[config.mk]
export PLATFORM = sky130hd
export DESIGN_NAME = fetch_pc_gen
export DESIGN_NICKNAME = d
export VERILOG_FILES = /design/src/rtl/fetch_pkg.sv /design/src/rtl/fetch_credit_counter.sv /design/src/rtl/fetch_pc_gen.sv
export SDC_FILE = /design/constraint.sdc
export NUM_CORES = 1
export LEC_CHECK = 0
export BUFFER_PORTS_ARGS = -buffer_cell sky130_fd_sc_hd__buf_4
export CORE_UTILIZATION = 46
export CTS_BUF_LIST = sky130_fd_sc_hd__clkbuf_4 sky130_fd_sc_hd__clkbuf_8 sky130_fd_sc_hd__clkbuf_16
export DETAILED_ROUTE_END_ITERATION = 7
export PLACE_DENSITY = 0.81
export SYNTH_ARGS = -nofsm -noshare
export SYNTH_HDL_FRONTEND = slang
export SYNTH_SLANG_ARGS = --single-unit
[constraint.sdc]
create_clock -name clk -period 2.35 [get_ports clk]
set_input_delay 0.3525 -clock clk [delete_from_list [all_inputs] [get_ports clk]]
set_output_delay 0.3525 -clock clk [all_outputs]
set_load 0.05 [all_outputs]
[src/rtl/fetch_pkg.sv]
// Shared definitions for the fetch PC generator.
//   DEF_RESET_PC / DEF_EX_PC : default reset PC and general exception vector
//   fetch_state_e            : generator FSM states
//   gen_mask()               : valid-lane mask for one fetch group (up to 4 lanes)
package fetch_pkg;

   localparam logic [31:0] DEF_RESET_PC = 32'hBFC0_0000;
   localparam logic [31:0] DEF_EX_PC    = 32'hBFC0_0380;

   typedef enum logic [0:0] {
      RUN       = 1'b0,
      ADEL_HOLD = 1'b1
   } fetch_state_e;

   // Lanes s..fetch_width-1 are valid; when trunc is set, lanes above slot
   // are dropped because control leaves the group at the predicted branch.
   function automatic logic [3:0] gen_mask(input logic [1:0] s,
                                           input logic       trunc,
                                           input logic [1:0] slot,
                                           input int         fetch_width);
      logic [3:0] m;
      m = 4'b0000;
      for (int i = 0; i < 4; i++) begin
         if ((i < fetch_width) && (i >= int'(s)) && !(trunc && (i > int'(slot)))) begin
            m[i] = 1'b1;
         end else begin
            m[i] = 1'b0;
         end
      end
      return m;
   endfunction

endpackage

[src/rtl/fetch_credit_counter.sv]
// Outstanding-request credit counter.
//   clk, reset : clock, synchronous active-high reset
//   inc        : one request accepted this cycle
//   dec        : one request completed this cycle (ignored at zero)
//   full       : count has reached Q_DEPTH
//   count      : current number of outstanding requests
module fetch_credit_counter
   import fetch_pkg::*;
#(
   parameter int Q_DEPTH = 4,
   localparam int CNT_W  = $clog2(Q_DEPTH + 1)
) (
   input  logic             clk,
   input  logic             reset,
   input  logic             inc,
   input  logic             dec,
   output logic             full,
   output logic [CNT_W-1:0] count
);

   logic [CNT_W-1:0] count_r;
   logic             dec_eff_s;

   // A completion with nothing outstanding must not underflow the counter.
   always_comb begin
      dec_eff_s = dec & (count_r != {CNT_W{1'b0}});
   end

   // Count register: simultaneous inc and dec cancel out.
   always_ff @(posedge clk) begin
      if (reset) begin
         count_r <= {CNT_W{1'b0}};
      end else if (inc && !dec_eff_s) begin
         count_r <= count_r + CNT_W'(1);
      end else if (!inc && dec_eff_s) begin
         count_r <= count_r - CNT_W'(1);
      end else begin
         count_r <= count_r;
      end
   end

   assign count = count_r;
   assign full  = (count_r == CNT_W'(Q_DEPTH));

endmodule

[src/rtl/fetch_pc_gen.sv]
// Fetch-address generator driving the ICache request port.
//   Redirect inputs : eret_valid/eret_pc, ex_flush, br_redirect/br_target
//   Prediction      : bpu_valid, bpu_slot, bpu_target (same-cycle, for req_pc)
//   Request port    : req_valid/req_ready, req_pc, req_mask, req_epoch, req_adel
//   Completion      : resp_done releases one outstanding-request credit
module fetch_pc_gen
   import fetch_pkg::*;
#(
   parameter int          FETCH_WIDTH = 2,
   parameter int          Q_DEPTH     = 4,
   parameter int          EPOCH_W     = 2,
   parameter logic [31:0] RESET_PC    = DEF_RESET_PC,
   parameter logic [31:0] EX_PC       = DEF_EX_PC,
   localparam int         SLOT_W      = (FETCH_WIDTH > 1) ? $clog2(FETCH_WIDTH) : 1
) (
   input  logic                   clk,
   input  logic                   reset,
   input  logic                   eret_valid,
   input  logic [31:0]            eret_pc,
   input  logic                   ex_flush,
   input  logic                   br_redirect,
   input  logic [31:0]            br_target,
   input  logic                   bpu_valid,
   input  logic [SLOT_W-1:0]      bpu_slot,
   input  logic [31:0]            bpu_target,
   output logic                   req_valid,
   input  logic                   req_ready,
   output logic [31:0]            req_pc,
   output logic [FETCH_WIDTH-1:0] req_mask,
   output logic [EPOCH_W-1:0]     req_epoch,
   output logic                   req_adel,
   input  logic                   resp_done
);

   localparam logic [31:0] GB_MASK = ~(32'(FETCH_WIDTH * 4) - 32'd1);
   localparam logic [31:0] GB_INC  = 32'(FETCH_WIDTH * 4);
   localparam int          CNT_W   = $clog2(Q_DEPTH + 1);

   logic [31:0]        req_pc_r, next_pc_s, seq_pc_s;
   logic [EPOCH_W-1:0] epoch_r;
   fetch_state_e       state_r, next_state_s;
   logic [SLOT_W-1:0]  slot_s;
   logic               misalign_s, bpu_eff_s, redirect_s, fire_s, full_s, valid_s;
   logic [CNT_W-1:0]   credit_cnt_s;

   fetch_credit_counter #(.Q_DEPTH(Q_DEPTH)) u_credits (
      .clk   (clk),
      .reset (reset),
      .inc   (fire_s),
      .dec   (resp_done),
      .full  (full_s),
      .count (credit_cnt_s)
   );

   // Group decode: start lane, alignment, prediction qualification, handshake.
   always_comb begin
      if (FETCH_WIDTH == 1) begin
         slot_s = {SLOT_W{1'b0}};
      end else begin
         slot_s = req_pc_r[SLOT_W+1:2];
      end
      misalign_s = (req_pc_r[1:0] != 2'b00);
      // A prediction for a lane before the start slot belongs to an earlier
      // pass through this group and is ignored.
      bpu_eff_s  = bpu_valid & (bpu_slot >= slot_s) & ~misalign_s;
      redirect_s = eret_valid | ex_flush | br_redirect;
      valid_s    = ~reset & (state_r == RUN) & ~full_s;
      fire_s     = valid_s & req_ready;
      seq_pc_s   = (req_pc_r & GB_MASK) + GB_INC;
   end

   // Request-port outputs derived from the registered PC and state.
   always_comb begin
      req_valid = valid_s;
      req_adel  = ~reset & (state_r == RUN) & misalign_s;
      if (reset) begin
         req_mask = {FETCH_WIDTH{1'b1}};
      end else if ((state_r == RUN) && misalign_s) begin
         req_mask = FETCH_WIDTH'(1);
      end else begin
         req_mask = FETCH_WIDTH'(gen_mask(2'(slot_s), bpu_eff_s, 2'(bpu_slot), FETCH_WIDTH));
      end
   end

   // Next-PC priority select and next-state logic.
   always_comb begin
      next_pc_s    = req_pc_r;
      next_state_s = state_r;
      if (eret_valid) begin
         next_pc_s = eret_pc;
      end else if (ex_flush) begin
         next_pc_s = EX_PC;
      end else if (br_redirect) begin
         next_pc_s = br_target;
      end else if (fire_s && misalign_s) begin
         // The faulting PC is kept so it stays visible until the redirect.
         next_pc_s = req_pc_r;
      end else if (fire_s && bpu_eff_s) begin
         next_pc_s = bpu_target;
      end else if (fire_s) begin
         next_pc_s = seq_pc_s;
      end else begin
         next_pc_s = req_pc_r;
      end

      case (state_r)
         RUN: begin
            if (redirect_s) begin
               next_state_s = RUN;
            end else if (fire_s && misalign_s) begin
               next_state_s = ADEL_HOLD;
            end else begin
               next_state_s = RUN;
            end
         end
         ADEL_HOLD: begin
            if (redirect_s) begin
               next_state_s = RUN;
            end else begin
               next_state_s = ADEL_HOLD;
            end
         end
         default: next_state_s = RUN;
      endcase
   end

   // PC, epoch and FSM state registers.
   always_ff @(posedge clk) begin
      if (reset) begin
         req_pc_r <= RESET_PC;
         epoch_r  <= {EPOCH_W{1'b0}};
         state_r  <= RUN;
      end else begin
         req_pc_r <= next_pc_s;
         state_r  <= next_state_s;
         if (redirect_s) begin
            epoch_r <= epoch_r + EPOCH_W'(1);
         end else begin
            epoch_r <= epoch_r;
         end
      end
   end

   assign req_pc    = req_pc_r;
   assign req_epoch = epoch_r;

endmodule

-- Word-level counts from Yosys, hierarchy flattened
Cells that the tools add are included.
- bits in registers: 38
- latch bits: 0
- RAM bits: 0
- memory bits (read-only): 0
- bits of input ports: 105
- output and inout port bits: 38
- logic and storage cells: 55
- memories kept: 0
- add/subtract/negate cells: 4
- multiply operators: 0
- divide/modulo/power cells: 0
- $lt $le $gt $ge: 3
- equality and inequality tests: 2
- shift-type cells: 0
- multiplexer cells: 16
- bitwise operators: 13
- reduce and logical (&&, ||, !) cells: 13
- operators by type and width (cell ; number):
    $mux W32 ; 6
    $add A32 B4 Y32 const B ; 1
    $and A1 B1 Y1 ; 7
    $logic_and A1 B1 Y1 ; 6
    $mux W3 ; 2
    $mux W1 ; 5
    $reduce_bool A5 Y1 ; 1
    $mux W2 ; 2
    $ne A4 B4 Y1 const B ; 1
    $not A1 Y1 ; 4
    $reduce_bool A2 Y1 ; 2
    $add A3 B1 Y3 const B ; 1
    $eq A3 B3 Y1 const B ; 1
    $reduce_bool A3 Y1 ; 1
    $sub A3 B1 Y3 const B ; 1
    $add A2 B1 Y2 const B ; 1
    $logic_not A1 Y1 ; 2
    $or A1 B1 Y1 ; 2
    $pmux W1 S2 ; 1
    $reduce_and A2 Y1 ; 1
    $ge A1 B1 Y1 ; 1
    $ge A1 B1 Y1 const A ; 1
    $gt A1 B1 Y1 const A ; 1

-- Logic depth before layout (Yosys ltp)
Gate-level depths: netlist (run 1).
- depth after elaboration: 10
- depth in mapped cells: 9
- depth with buffers taken out: 8

-- By module
Synthesis (run 1) repeated with hierarchy kept, for this count alone.
- cells, all modules: 389
- area total of the unflattened synthesis: 2982.9 um^2
- modules (own cells, without submodules) (module ; instances ; cells each ; area an instance (um^2) ; sequential area each (um^2)):
    fetch_pc_gen ; 1 ; 373 ; 2820.2 ; 700.7
    fetch_credit_counter ; 1 ; 16 ; 162.7 ; 60.1

-- Least setup slack after synthesis (run 1)
OpenSTA, ideal clock, no wires.
- path kind: reg-to-reg
- from: register req_pc_r[3], in the netlist req_pc[3]
- to: register req_pc_r[27], in the netlist req_pc[27]
- setup time: 133 ps
- arrival: 2311 ps
- slack: -94 ps
- stages on the path, launching flop included: 8
- cell sequence: dfxtp_1 ha_1 nand3_1 nor4_1 nand3_1 xnor2_1 a221oi_1 a21oi_1
- longest elaborated chain between the ends: 7
- ends and longest elaborated chain (item ; line ; source):
    from (decl) ; fetch_pc_gen.sv:39 ; logic [31:0] req_pc_r, next_pc_s, seq_pc_s;
    from (signal assigned) ; fetch_pc_gen.sv:134 ; req_pc_r <= next_pc_s;
    $add A32 B4 Y32 ; fetch_pc_gen.sv:69 ; seq_pc_s = (req_pc_r & GB_MASK) + GB_INC;
    $mux W32 ; fetch_pc_gen.sv:100 ; end else if (fire_s) begin
    $mux W32 ; fetch_pc_gen.sv:98 ; end else if (fire_s && bpu_eff_s) begin
    $mux W32 ; fetch_pc_gen.sv:95 ; end else if (fire_s && misalign_s) begin
    $mux W32 ; fetch_pc_gen.sv:93 ; end else if (br_redirect) begin
    $mux W32 ; fetch_pc_gen.sv:91 ; end else if (ex_flush) begin
    $mux W32 ; fetch_pc_gen.sv:89 ; if (eret_valid) begin
No other way between the ends. The select of a mux whose other input is x is not followed.
A chain may end at the register's enable or synchronous reset.

-- Worst setup path in the final report (run 1)
- from: register state_r
- to: register u_credits.count_r[2], in the netlist u_credits.count[2]
- longest elaborated chain between the ends: 7
- ends and longest elaborated chain (item ; line ; source):
    from (decl) ; fetch_pc_gen.sv:41 ; fetch_state_e state_r, next_state_s;
    from (signal assigned) ; fetch_pc_gen.sv:135 ; state_r <= next_state_s;
    $not A1 Y1 (*) ; n/a ;
    $and A1 B1 Y1 (*) (2 in a row) ; fetch_pc_gen.sv:67 ; valid_s = ~reset & (state_r == RUN) & ~full_s;
    $and A1 B1 Y1 (*) ; fetch_pc_gen.sv:68 ; fire_s = valid_s & req_ready;
    $logic_not A1 Y1 ; fetch_credit_counter.sv:35 ; end else if (!inc && dec_eff_s) begin
    $logic_and A1 B1 Y1 ; fetch_credit_counter.sv:35 ;
    $reduce_bool A2 Y1 (no source line) ; n/a ;
    to (signal assigned) ; fetch_credit_counter.sv:34 ; count_r <= count_r + CNT_W'(1);
    to (signal assigned) ; fetch_credit_counter.sv:36 ; count_r <= count_r - CNT_W'(1);
    to (signal assigned) ; fetch_credit_counter.sv:38 ; count_r <= count_r;
    to (decl) ; fetch_credit_counter.sv:21 ; logic [CNT_W-1:0] count_r;
Mark *: on every way between the ends. The rest lies on a longest branch, timed or not.

==> results of run 1 <==
[power by group]
part / internal [µW] / switching, µW
combinational: 389 / 499
clock: 453 / 264
sequential: 715 / 102
[state kept, by name (all words and copies together) (netlist names)]
name,cells
state_r,1
req_epoch,2
req_pc,32
u_credits.count,3
[routing by layer]
metal,vias to the layer above,global-route usage (%),share of wire (%)
li1,1695,-,-
met1,1671,42.3,41
met2,192,53.5,48
met3,27,7.54,8.5
met4,0,10.9,2.1
met5,-,0,0
[synthesized netlist by cell type (all sizes together) (4+ instances only)]
| master | n | share of area (%) |
|---|---|---|
| a211oi | 5 | 1.7 |
| a222oi | 4 | 1.4 |
| a221oi | 9 | 2.8 |
| o21ai | 31 | 5.6 |
| xor2 | 6 | 1.9 |
| o22ai | 13 | 2.9 |
| dfxtp | 38 | 27 |
| nand2 | 42 | 5.7 |
| a21oi | 27 | 4.9 |
| nand3 | 16 | 2.9 |
| nor3 | 19 | 3.6 |
| clkbuf | 18 | 2.4 |
| a22oi | 9 | 2.4 |
| nor2 | 27 | 3.7 |
| nand4 | 11 | 2.5 |
| nor4 | 6 | 1.9 |
| a31oi | 4 | 0.90 |
| xnor2 | 20 | 6.3 |
| o211ai | 4 | 1.1 |
| inv | 8 | 1.1 |
| buf | 8 | 1.6 |
[area by class of cell]
cell class                      instances  area [µm²]  share of cell area, %
Clock buffer                            6        82.6                   1.99
Tap cell                               72        90.1                   2.17
Multi-Input combinational cell        297        1870                   45.2
Timing Repair Buffer                  164        1240                   30.0
Sequential cell                        38         763                   18.4
Clock inverter                          2        60.1                   1.45
Inverter                                8        30.0                  0.725
[worst max-delay path, stage by stage (launching register included)]
cell and delay, ns:
dfxtp_1 0.37, nor3b_2 0.27, and2_1 0.24, ha_1 0.21
inv_1 0.07, fa_1 0.38, xor2_1 0.16, or3_1 0.31
a21oi_1 0.13
[path summary, 6_finish.rpt]
check,startpoint,end,slack (ns)
setup / recovery,state_r,u_credits.count[2],0.15
hold / removal,bpu_target[19],req_pc[19],0.32
setup reg to reg,state_r,u_credits.count[2],0.15
hold reg to reg,u_credits.count[2],u_credits.count[2],0.52
[what timing repair did]
item,in CTS,in global routing
gates resized for setup,0,1
setup endpoints to repair,0,2
hold buffers,0,0
hold endpoints to repair,0,0
[stage by stage]
| step | utilization [%] | power (µW) | std cells | setup WS [ns] | hold slack, ns |
|---|---|---|---|---|---|
| floorplan | - | 1350 | 369 | 0.0414 | 0.475 |
| global placement | 70.9 | 1680 | 579 | 0.174 | 0.493 |
| detailed placement | 70.9 | 1710 | 579 | 0.0772 | 0.514 |
| CTS | 73.4 | 2420 | 587 | 0.142 | 0.320 |
| global route | 73.5 | 2540 | 587 | 0.0159 | 0.316 |
| finish | 73.5 | 2420 | 587 | 0.146 | 0.318 |
[cell families (layout without fill, tap and decap cells)]
group,count (synthesis),after routing
mux,2,2
fa+ha+maj,3,3
buf+inv,34,180
simple gates,135,135
flops,38,38
xor+xnor,26,26
compound gates,131,131
==> summary.md, run 1 <==
| Metric | Value |
|---|---|
| Status | `finished, final reports clean` |
| Antenna-violating nets left | `0` |
| Sequential share of the synthesized area | `27.4%` |
| CTS tree | `yes` |
| RD Place Congestion | `0.911` |
| Crit path DAT | `2.45 ns` |
| Vias | `3585` |
| Largest family of logic cells by synthesized area | `compound AO/OA/AOI/OAI gates` |
| Core Region | `5640 µm²` |
| Routed len/inst | `17.5 µm` |
| Reg clk slew, reported paths | `0.08 ns` |
| Die area | `6340 µm²` |
| Vias per inst | `6.11` |
| Post-Synth Adder-Cell Area | `1.63%` |
| Initial DRC Count | `353` |
| Post-synthesis compound-gate area fraction | `31.8%` |
| Worst Hold Depth | `3` |
| Yosys synthesis warning count | `0` |
| Remaining DRCs | `0` |
| Layout Skew | `0.00636 ns` |
| H-Tree Depth | `2` |
| Final Hold Violating Endpoints | `0` |
| Dpl hpwl | `7.64 mm` |
| Hold Crit Class | `input port to flip-flop` |
| Starting density of the core | `49.1%` |
| Share of cells above drive strength 1 | `35.9%` |
| Diodes inserted | `0` |
| Peak VDD IR | `499 µV` |
| RSZ-0062 raised after global routing | `no` |
| Count of different cell masters after synthesis | `58` |
| Total Routing Usage GR | `32.8%` |
| Register bit total from synthesis | `38` |
| Mux contribution to synthesized area | `0.722%` |
| First-pass GRT wire length | `16.2 mm` |
| Row count | `27` |
| Post-CTS setup buffer count | `0` |
| Max Cap Violations | `0` |
| Die X | `79.6 µm` |
| PortBufs | `142` |
| Final setup fails | `0` |
| Max Fclk | `454 MHz` |
| Overflow after GRT | `0` |
| Clock sink count | `38` |
| Worst skew pair latency | `0.30 ns` |
| Final Cell Area | `4140 µm²` |
| Synthesized instance count | `369` |
| Initial antenna violation count | `0` |
| Most frequent cells in the layout | `buf_4, nand2_1, dfxtp_1` |
| Kind of critical path | `flip-flop to flip-flop` |
| Critical Path Fanout Max | `6` |
| Root Driver | `clkbuf_8` |
| # fillers | `469` |
| Startpoint Class | `flip-flop` |
| Fin crit period | `2.20 ns` |
| Fin crit share | `93.8%` |
| Final net count | `622` |
| Die Height | `79.6 µm` |
| Ys async rst share | `0%` |
| Required time of the critical path | `2.59 ns` |
| Final wirelength | `10.3 mm` |
| Buffers from clock root to sink, at most | `2` |
| LEAKAGE | `0.00175 µW` |
| Crit. End Element | `flip-flop` |
| Post-synthesis xor/xnor area fraction | `8.22%` |
| P per Cell Area | `584 nW/µm²` |
| Pins Over Slew Limit | `0` |
| Worst R2R Path Depth | `8` |
| CTS buffer count | `5` |
| 1st-pass router iterations | `5` |
| I/O pins | `143` |
| Final setup TNS | `0 ns` |
| Mapped cell area | `2770 µm²` |
| EDFF count, synth | `0` |
| Slew of the pin with the lowest slew margin | `0.560 ns` |
| Leading cell type in the layout, fill and taps excluded | `buf_4` |
| P&R area growth vs syn | `49.5%` |
| Vias in the first global route | `3362` |
| Placed inst area | `4000 µm²` |
| Syn Area/Cell | `7.51 µm²` |
| Mapped Nets | `477` |
| Max-slew headroom | `62.6%` |
| Top FF cell, synth | `dfxtp_1` |
| Post-Synth Simple-Gate Area | `25.1%` |
| Pin count of the biggest net entering global routing | `26` |
(Power assumes the default switching activity.)
==> run 2: changes to the inputs <==
--- a/config.mk
+++ b/config.mk
@@ -6,10 +6,11 @@
 export NUM_CORES = 1
 export LEC_CHECK = 0
 export BUFFER_PORTS_ARGS = -buffer_cell sky130_fd_sc_hd__buf_4
-export CORE_UTILIZATION = 46
+export CORE_UTILIZATION = 47
 export CTS_BUF_LIST = sky130_fd_sc_hd__clkbuf_4 sky130_fd_sc_hd__clkbuf_8 sky130_fd_sc_hd__clkbuf_16
 export DETAILED_ROUTE_END_ITERATION = 7
-export PLACE_DENSITY = 0.81
+export PLACE_DENSITY = 0.91
 export SYNTH_ARGS = -nofsm -noshare
 export SYNTH_HDL_FRONTEND = slang
+export SYNTH_HIERARCHICAL = 1
 export SYNTH_SLANG_ARGS = --single-unit
==> run 2 against run 1 <==
Effect of this change: the run now ends with negative setup slack left; non-clock buffer count is 11 higher; global-route usage is 4.9 points higher; largest cell class unchanged; final cell count is 5.5% higher; first-iteration DRC count is 85% higher; synthesized area is 7.6% higher; highest routed layer unchanged; largest power group unchanged; sequential share of layout area is 1.1 points lower.
==> summary.md, run 2 <==
| Metric | Value |
|---|---|
| Worst Hold Launch | `br_target[1] (was bpu_target[19])` |
| Count of different cell masters after synthesis | `69 (was 58)` |
| Ys async rst share | `0% (unchanged)` |
| Final setup TNS | `-0.0944 ns (was 0 ns)` |
| Reg clk slew, reported paths | `0.08 ns (about the same)` |
| Top cells by area, synth | `dfxtp_1, a21oi_1, nor2_1 (was dfxtp_1, xnor2_1, nand2_1)` |
| Starting density of the core | `49.5% (was 49.1%)` |
| Status | `finished, violations left (was finished, final reports clean)` |
| Layout Cells excl Fill | `619 (was 587)` |
| Total Routing Usage GR | `37.8% (was 32.8%)` |
| P&R area growth vs syn | `49.7% (was 49.5%)` |
| Final Hold Violating Endpoints | `0 (unchanged)` |
| Die Height | `81.7 µm (was 79.6 µm)` |
| Max Fclk | `411 MHz (was 454 MHz)` |
| Hold path endpoint | `req_pc[1] (was req_pc[19])` |
| Peak VDD IR | `323 µV (was 499 µV)` |
| First-pass GRT wire length | `19.0 mm (was 16.2 mm)` |
| Max reg flops | `32 (unchanged)` |
| Register bit total from synthesis | `38 (unchanged)` |
| Most frequent cells in the layout | `buf_4, nor2_1, dfxtp_1 (was buf_4, nand2_1, dfxtp_1)` |
| Final net count | `651 (was 622)` |
| I/O pins | `143 (unchanged)` |
| Final wirelength | `12.6 mm (was 10.3 mm)` |
| Cell taking the most area after synthesis | `dfxtp_1 (unchanged)` |
| Final setup fails | `2 (was 0)` |
| Buffers from clock root to sink, at most | `2 (unchanged)` |
| Fin crit share | `103% (was 93.8%)` |
| PortBufs | `142 (unchanged)` |
| 1st-pass router iterations | `6 (was 5)` |
| Final Util | `74.1% (was 73.5%)` |
| Kind of critical path | `flip-flop to flip-flop (unchanged)` |
| Final Cell Area | `4470 µm² (was 4140 µm²)` |
| Fin crit period | `2.43 ns (was 2.20 ns)` |
| Syn Area/Cell | `7.67 µm² (was 7.51 µm²)` |
| RD Place Congestion | `0.902 (was 0.911)` |
| Clock sink count | `38 (unchanged)` |
| Sequential share of the synthesized area | `25.5% (was 27.4%)` |
| H-Tree Depth | `2 (unchanged)` |
| Max-slew headroom | `63.3% (was 62.6%)` |
| Top FF cell, synth | `dfxtp_1 (unchanged)` |
| Vias per inst | `6.79 (was 6.11)` |
| Layout Skew | `0.00491 ns (was 0.00636 ns)` |
| Placed inst area | `4310 µm² (was 4000 µm²)` |
| Remaining DRCs | `0 (unchanged)` |
| Crit. End Element | `flip-flop (unchanged)` |
| Diodes inserted | `0 (unchanged)` |
| Origin of the critical flop-to-flop path | `u_credits/count[2] (was state_r)` |
| Overflow after GRT | `0 (unchanged)` |
| Required time of the critical path | `2.58 ns (was 2.59 ns)` |
| CTS tree | `yes (unchanged)` |
| Worst skew pair latency | `0.30 ns (about the same)` |
| Crit path DAT | `2.66 ns (was 2.45 ns)` |
| Worst R2R Path Depth | `9 (was 8)` |
| CTS buffer count | `5 (unchanged)` |
| Routed len/inst | `20.4 µm (was 17.5 µm)` |
| R2r endpoint | `u_credits/count[2] (was u_credits.count[2])` |
| Pin count of the biggest net entering global routing | `38 (was 26)` |
| Share of cells above drive strength 1 | `40.1% (was 35.9%)` |
| Die area | `6670 µm² (was 6340 µm²)` |
| Initial antenna violation count | `0 (unchanged)` |
| Mapped cell area | `2980 µm² (was 2770 µm²)` |
| Critical Path Fanout Max | `5 (was 6)` |
| LEAKAGE | `0.00188 µW (was 0.00175 µW)` |
| Synthesized instance count | `389 (was 369)` |
| Most frequent cell after synthesis | `dfxtp_1 (was nand2_1)` |
| Slew of the pin with the lowest slew margin | `0.550 ns (was 0.560 ns)` |
| Cell total after placement | `608 (was 579)` |
| Initial DRC Count | `652 (was 353)` |
| P per Cell Area | `518 nW/µm² (was 584 nW/µm²)` |
| Die X | `81.7 µm (was 79.6 µm)` |
| Hold Crit Class | `input port to flip-flop (unchanged)` |
| Synth top area share | `25.5% (was 27.4%)` |
| Leading cell type in the layout, fill and taps excluded | `buf_4 (unchanged)` |
| Dpl hpwl | `9.19 mm (was 7.64 mm)` |
| Post-synth top cells | `dfxtp_1, nor2_1, a21oi_1, o21ai_0, clkbuf_1 (was nand2_1, dfxtp_1, o21ai_0, a21oi_1, nor2_1)` |
| Worst Hold Depth | `3 (unchanged)` |
| Vias | `4204 (was 3585)` |
| Startpoint Class | `flip-flop (unchanged)` |
| Failing checks | `negative setup slack` |
| Max Cap Violations | `0 (unchanged)` |
| Reg2Reg Setup Slack | `-0.08 ns (was 0.15 ns)` |
| Core Region | `6030 µm² (was 5640 µm²)` |
| Yosys synthesis warning count | `6 (was 0)` |
| Row count | `28 (was 27)` |
| Antenna-violating nets left | `0 (unchanged)` |
| EDFF count, synth | `0 (unchanged)` |
| Root Driver | `clkbuf_8 (unchanged)` |
| Vias in the first global route | `3926 (was 3362)` |
| Worst setup margin | `-0.0821 ns (was 0.146 ns)` |
| Mapped Nets | `497 (was 477)` |
| Pins Over Slew Limit | `0 (unchanged)` |
| RSZ-0062 raised after global routing | `yes (was no)` |
| Worst slack at placement | `-0.0217 ns (was 0.0772 ns)` |
## run 2: changes by cell type after synthesis, moves of 6 or more
cell,change
o22ai_1,-6
nand2b_1,+6
nand2_1,-22
xnor2_1,-9
or3_1,+6
a31oi_1,+6
nor2_1,+10
## run 2: kinds of logic (layout without fill, tap and decap cells)
| logic type | Yosys count | count (layout) | synth area share, % |
|---|---|---|---|
| compound gates | 149 | 149 | 35.1 |
| xor+xnor | 19 | 19 | 5.58 |
| fa+ha+maj | 3 | 3 | 1.51 |
| buf+inv | 39 | 194 | 5.20 |
| flops | 38 | 38 | 25.5 |
| mux | 4 | 4 | 1.47 |
| simple gates | 137 | 137 | 25.7 |
## run 2: timing repair
item	4_1_cts	5_1_grt
resized for setup	1	6
buffers inserted	0	3
endpoints found under the setup margin	1	2
pin swaps	0	6
hold buffers	0	0
## run 2: critical path: stages (launching register included)
cell	delay, ns
dfxtp_2	0.34
nor3b_1	0.15
or4b_4	0.60
inv_6	0.10
ha_4	0.13
inv_1	0.06
fa_2	0.34
xor2_1	0.16
or3_4	0.34
a21oi_2	0.14
## run 2: how the worst max path moves through the flow
stage,end,startpoint,cells past startpoint
2_1_floorplan,req_valid,reset,4
5_1_grt,u_credits/count[2],u_credits/count[2],9
3_5_place_dp,u_credits/count[2],reset,9
3_3_place_gp,u_credits/count[2],reset,9
6_report,u_credits/count[2],u_credits/count[2],9
4_1_cts,u_credits/count[2],u_credits/count[2],9
## run 2: layer usage
metal | routed length, µm | vias up | global-route usage (%)
met2 | 6010 | 370 | 64.0
met1 | 4330 | 1924 | 43.6
met5 | 0 | - | 0.833
met4 | 616 | 0 | 19.5
met3 | 1690 | 81 | 9.67
li1 | - | 1829 | -
## run 2: stage by stage
step	hold WS [ns]	power, µW
after floorplan	0.422	1330
after CTS	0.306	2250
final	0.301	2310
after global routing	0.320	2390
after detailed placement	0.505	1710
after global placement	0.483	1680
## run 2: report_power, final
part	switching, µW	internal (µW)
combinational	553	421
clock	259	297
sequential	76.1	709
total	888	1430
## run 2: area by class of cell
type | instances | area (µm²)
clock buffer | 8 | 110
fill | 464 | 1560
inverter | 11 | 46.3
multi-input combinational | 312 | 2120
sequential | 38 | 772
tap | 75 | 93.8
timing repair buffer | 175 | 1320
==> run 3: changes to the inputs <==
--- a/config.mk
+++ b/config.mk
@@ -6,10 +6,10 @@
 export NUM_CORES = 1
 export LEC_CHECK = 0
 export BUFFER_PORTS_ARGS = -buffer_cell sky130_fd_sc_hd__buf_4
-export CORE_UTILIZATION = 47
+export CORE_UTILIZATION = 43
 export CTS_BUF_LIST = sky130_fd_sc_hd__clkbuf_4 sky130_fd_sc_hd__clkbuf_8 sky130_fd_sc_hd__clkbuf_16
 export DETAILED_ROUTE_END_ITERATION = 7
-export PLACE_DENSITY = 0.91
+export PLACE_DENSITY = 0.8
 export SYNTH_ARGS = -nofsm -noshare
 export SYNTH_HDL_FRONTEND = slang
 export SYNTH_HIERARCHICAL = 1
==> constraint.sdc (replaced) <==
create_clock -name clk -period 2 [get_ports clk]
set_input_delay 0.3 -clock clk [delete_from_list [all_inputs] [get_ports clk]]
set_output_delay 0.3 -clock clk [all_outputs]
set_load 0.05 [all_outputs]
==> run 3 against run 2 <==
Effect of this change: the run still ends with negative setup slack left; die area grew 9.1%; clock skew up 0.0056 ns; worst hold slack lost 0.069 ns; core utilization rose by 2.9 points; cell area grew 13%; clock-buffer cell count stayed put; clock power increased by 10%; sequential power is 16% higher; final cell count rose by 7.1%; global-route usage is 1.2 points lower.
==> summary.md, run 3 (synthesized netlist as in run 2, its figures left out) <==
| Metric | Value |
|---|---|
| # fillers | `487 (was 464)` |
| Total Routing Usage GR | `36.6% (was 37.8%)` |
| Final setup fails | `33 (was 2)` |
| Crit path DAT | `2.42 ns (was 2.66 ns)` |
| R2r endpoint | `req_pc[30] (was u_credits/count[2])` |
| CTS tree | `yes (unchanged)` |
| Share of cells above drive strength 1 | `48.5% (was 40.1%)` |
| Seq. cell area | `818 µm² (was 772 µm²)` |
| Critical path launch point | `u_credits/count[2] (unchanged)` |
| Placed inst area | `4620 µm² (was 4310 µm²)` |
| Remaining DRCs | `0 (unchanged)` |
| Reg2Reg Setup Slack | `-0.25 ns (was -0.08 ns)` |
| Die area | `7270 µm² (was 6670 µm²)` |
| Routed len/inst | `20.6 µm (was 20.4 µm)` |
| Kind of critical path | `flip-flop to flip-flop (unchanged)` |
| Critical Path Fanout Max | `5 (unchanged)` |
| LEAKAGE | `0.00216 µW (was 0.00188 µW)` |
| Clock sink count | `38 (unchanged)` |
| Slew of the pin with the lowest slew margin | `0.454 ns (was 0.550 ns)` |
| Diodes inserted | `0 (unchanged)` |
| Startpoint Class | `flip-flop (unchanged)` |
| H-Tree Depth | `2 (unchanged)` |
| RSZ-0062 raised after global routing | `yes (unchanged)` |
| Starting density of the core | `45.7% (was 49.5%)` |
| Most frequent cells in the layout | `buf_4, nor2_1, a21oi_1 (was buf_4, nor2_1, dfxtp_1)` |
| Worst Hold Launch | `br_target[1] (unchanged)` |
| Fin crit share | `112% (was 103%)` |
| CTS buffer count | `5 (unchanged)` |
| Max-slew headroom | `69.4% (was 63.3%)` |
| Layout Cells excl Fill | `663 (was 619)` |
| I/O pins | `143 (unchanged)` |
| Crit. End Element | `flip-flop (unchanged)` |
| Pin count of the biggest net entering global routing | `38 (unchanged)` |
| Die Height | `85.3 µm (was 81.7 µm)` |
| Reg clk slew, reported paths | `0.08 ns (about the same)` |
| Overflow after GRT | `0 (unchanged)` |
| Antenna-violating nets left | `0 (unchanged)` |
| Worst setup margin | `-0.248 ns (was -0.0821 ns)` |
| Hold Crit Class | `input port to flip-flop (unchanged)` |
| Max Cap Violations | `0 (unchanged)` |
| Origin of the critical flop-to-flop path | `u_credits/count[2] (unchanged)` |
| Core Region | `6530 µm² (was 6030 µm²)` |
| Post-CTS Hold Buffers | `0 (unchanged)` |
| PortBufs | `142 (unchanged)` |
| P per Cell Area | `554 nW/µm² (was 518 nW/µm²)` |
| Root Driver | `clkbuf_8 (unchanged)` |
| Worst skew pair latency | `0.31 ns (was 0.30 ns)` |
| Worst Hold Depth | `3 (unchanged)` |
| Peak VDD IR | `485 µV (was 323 µV)` |
| Area occupied by multi-input gates | `2270 µm² (was 2120 µm²)` |
| Critical Path End | `req_pc[30] (was u_credits/count[2])` |
| Dpl hpwl | `9.16 mm (was 9.19 mm)` |
| Status | `finished, violations left (unchanged)` |
| Die X | `85.3 µm (was 81.7 µm)` |
| Failing checks | `negative setup slack (unchanged)` |
| Final net count | `693 (was 651)` |
| Vias in the first global route | `4251 (was 3926)` |
| Vias | `4349 (was 4204)` |
| Leading cell type in the layout, fill and taps excluded | `buf_4 (unchanged)` |
| 1st-pass router iterations | `7 (was 6)` |
| Pins Over Slew Limit | `0 (unchanged)` |
| Final Hold Violating Endpoints | `0 (unchanged)` |
| First-pass GRT wire length | `21.0 mm (was 19.0 mm)` |
| Row count | `29 (was 28)` |
| Layout Skew | `0.0105 ns (was 0.00491 ns)` |
| RD Place Congestion | `0.935 (was 0.902)` |
| Required time of the critical path | `2.18 ns (was 2.58 ns)` |
| Max Fclk | `445 MHz (was 411 MHz)` |
| Buffers from clock root to sink, at most | `2 (unchanged)` |
| Initial antenna violation count | `0 (unchanged)` |
| Fin crit period | `2.25 ns (was 2.43 ns)` |
| Max reg flops | `32 (unchanged)` |
| Final wirelength | `13.6 mm (was 12.6 mm)` |
| P&R area growth vs syn | `68.6% (was 49.7%)` |
| Vias per inst | `6.56 (was 6.79)` |
| Worst R2R Path Depth | `10 (was 9)` |
| Cell total after placement | `637 (was 608)` |
| Initial DRC Count | `539 (was 652)` |
| Final Cell Area | `5030 µm² (was 4470 µm²)` |
==> run 3: cell types whose count changed in the layout (fill, tap and decap cells not counted), moves of 4 or more <==
cell	previous run	this run
o21ai_2	0	4
buf_4	173	205
dfxtp_1	29	20
dfxtp_4	0	14
dfxtp_2	9	4
o21ai_0	24	17
==> run 3: layer usage <==
metal | up-vias | share of wire (%) | track usage, %
li1 | 1916 | - | -
met1 | 1997 | 37 | 44.8
met2 | 357 | 47 | 61.4
met3 | 79 | 12 | 7.98
met4 | 0 | 4.4 | 16.8
met5 | - | 0 | 0
==> run 3: how the worst min path moves through the flow <==
stage                    endpoint
2_1_floorplan  u_credits/count[0]
3_3_place_gp         req_epoch[1]
3_5_place_dp         req_epoch[1]
4_1_cts                 req_pc[1]
5_1_grt                 req_pc[1]
6_report                req_pc[1]
==> run 3: power by group <==
group / internal, µW / switching, µW / total (µW)
sequential: 830 / 78.8 / 909
combinational: 577 / 689 / 1270
clock: 309 / 303 / 612
==> run 3: final cells by class <==
type / count / area share (%)
multi-input cells: 313 / 45.1
flip-flops and latches: 38 / 16.3
inverters: 11 / 0.920
clock buffers: 8 / 1.94
well taps: 77 / 1.92
repair buffers: 216 / 33.9
==> run 3: worst max-delay path, cell delays in order (launching register included) <==
cell,delay (ns)
dfxtp_1,0.31
nor3b_1,0.14
or4b_4,0.52
clkinv_4,0.09
buf_12,0.11
nand4_4,0.17
buf_12,0.20
buf_16,0.12
buf_4,0.14
a41oi_1,0.20
o32ai_1,0.11
==> run 3: stage by stage <==
stage	worst slack [ns]	hold slack, ns	setup TNS [ns]	utilization [%]	total power [µW]
finish	-0.248	0.232	-4.08	77.0	2790
global route	-0.308	0.253	-6.75	77.0	2900
CTS	-0.237	0.247	-3.74	76.5	2730
detailed placement	-0.251	0.508	-3.64	70.7	2070
global placement	-0.206	0.502	-2.39	70.7	2040
floorplan	-0.215	0.365	-0.474	-	1580
==> run 3: timing repair <==
item | in CTS | in global routing
gates resized for setup | 31 | 7
pin swaps | 5 | 5
gates cloned | 4 | 0
endpoints found under the hold margin | 0 | 0
endpoints found under the setup margin | 30 | 34
setup buffers | 13 | 1
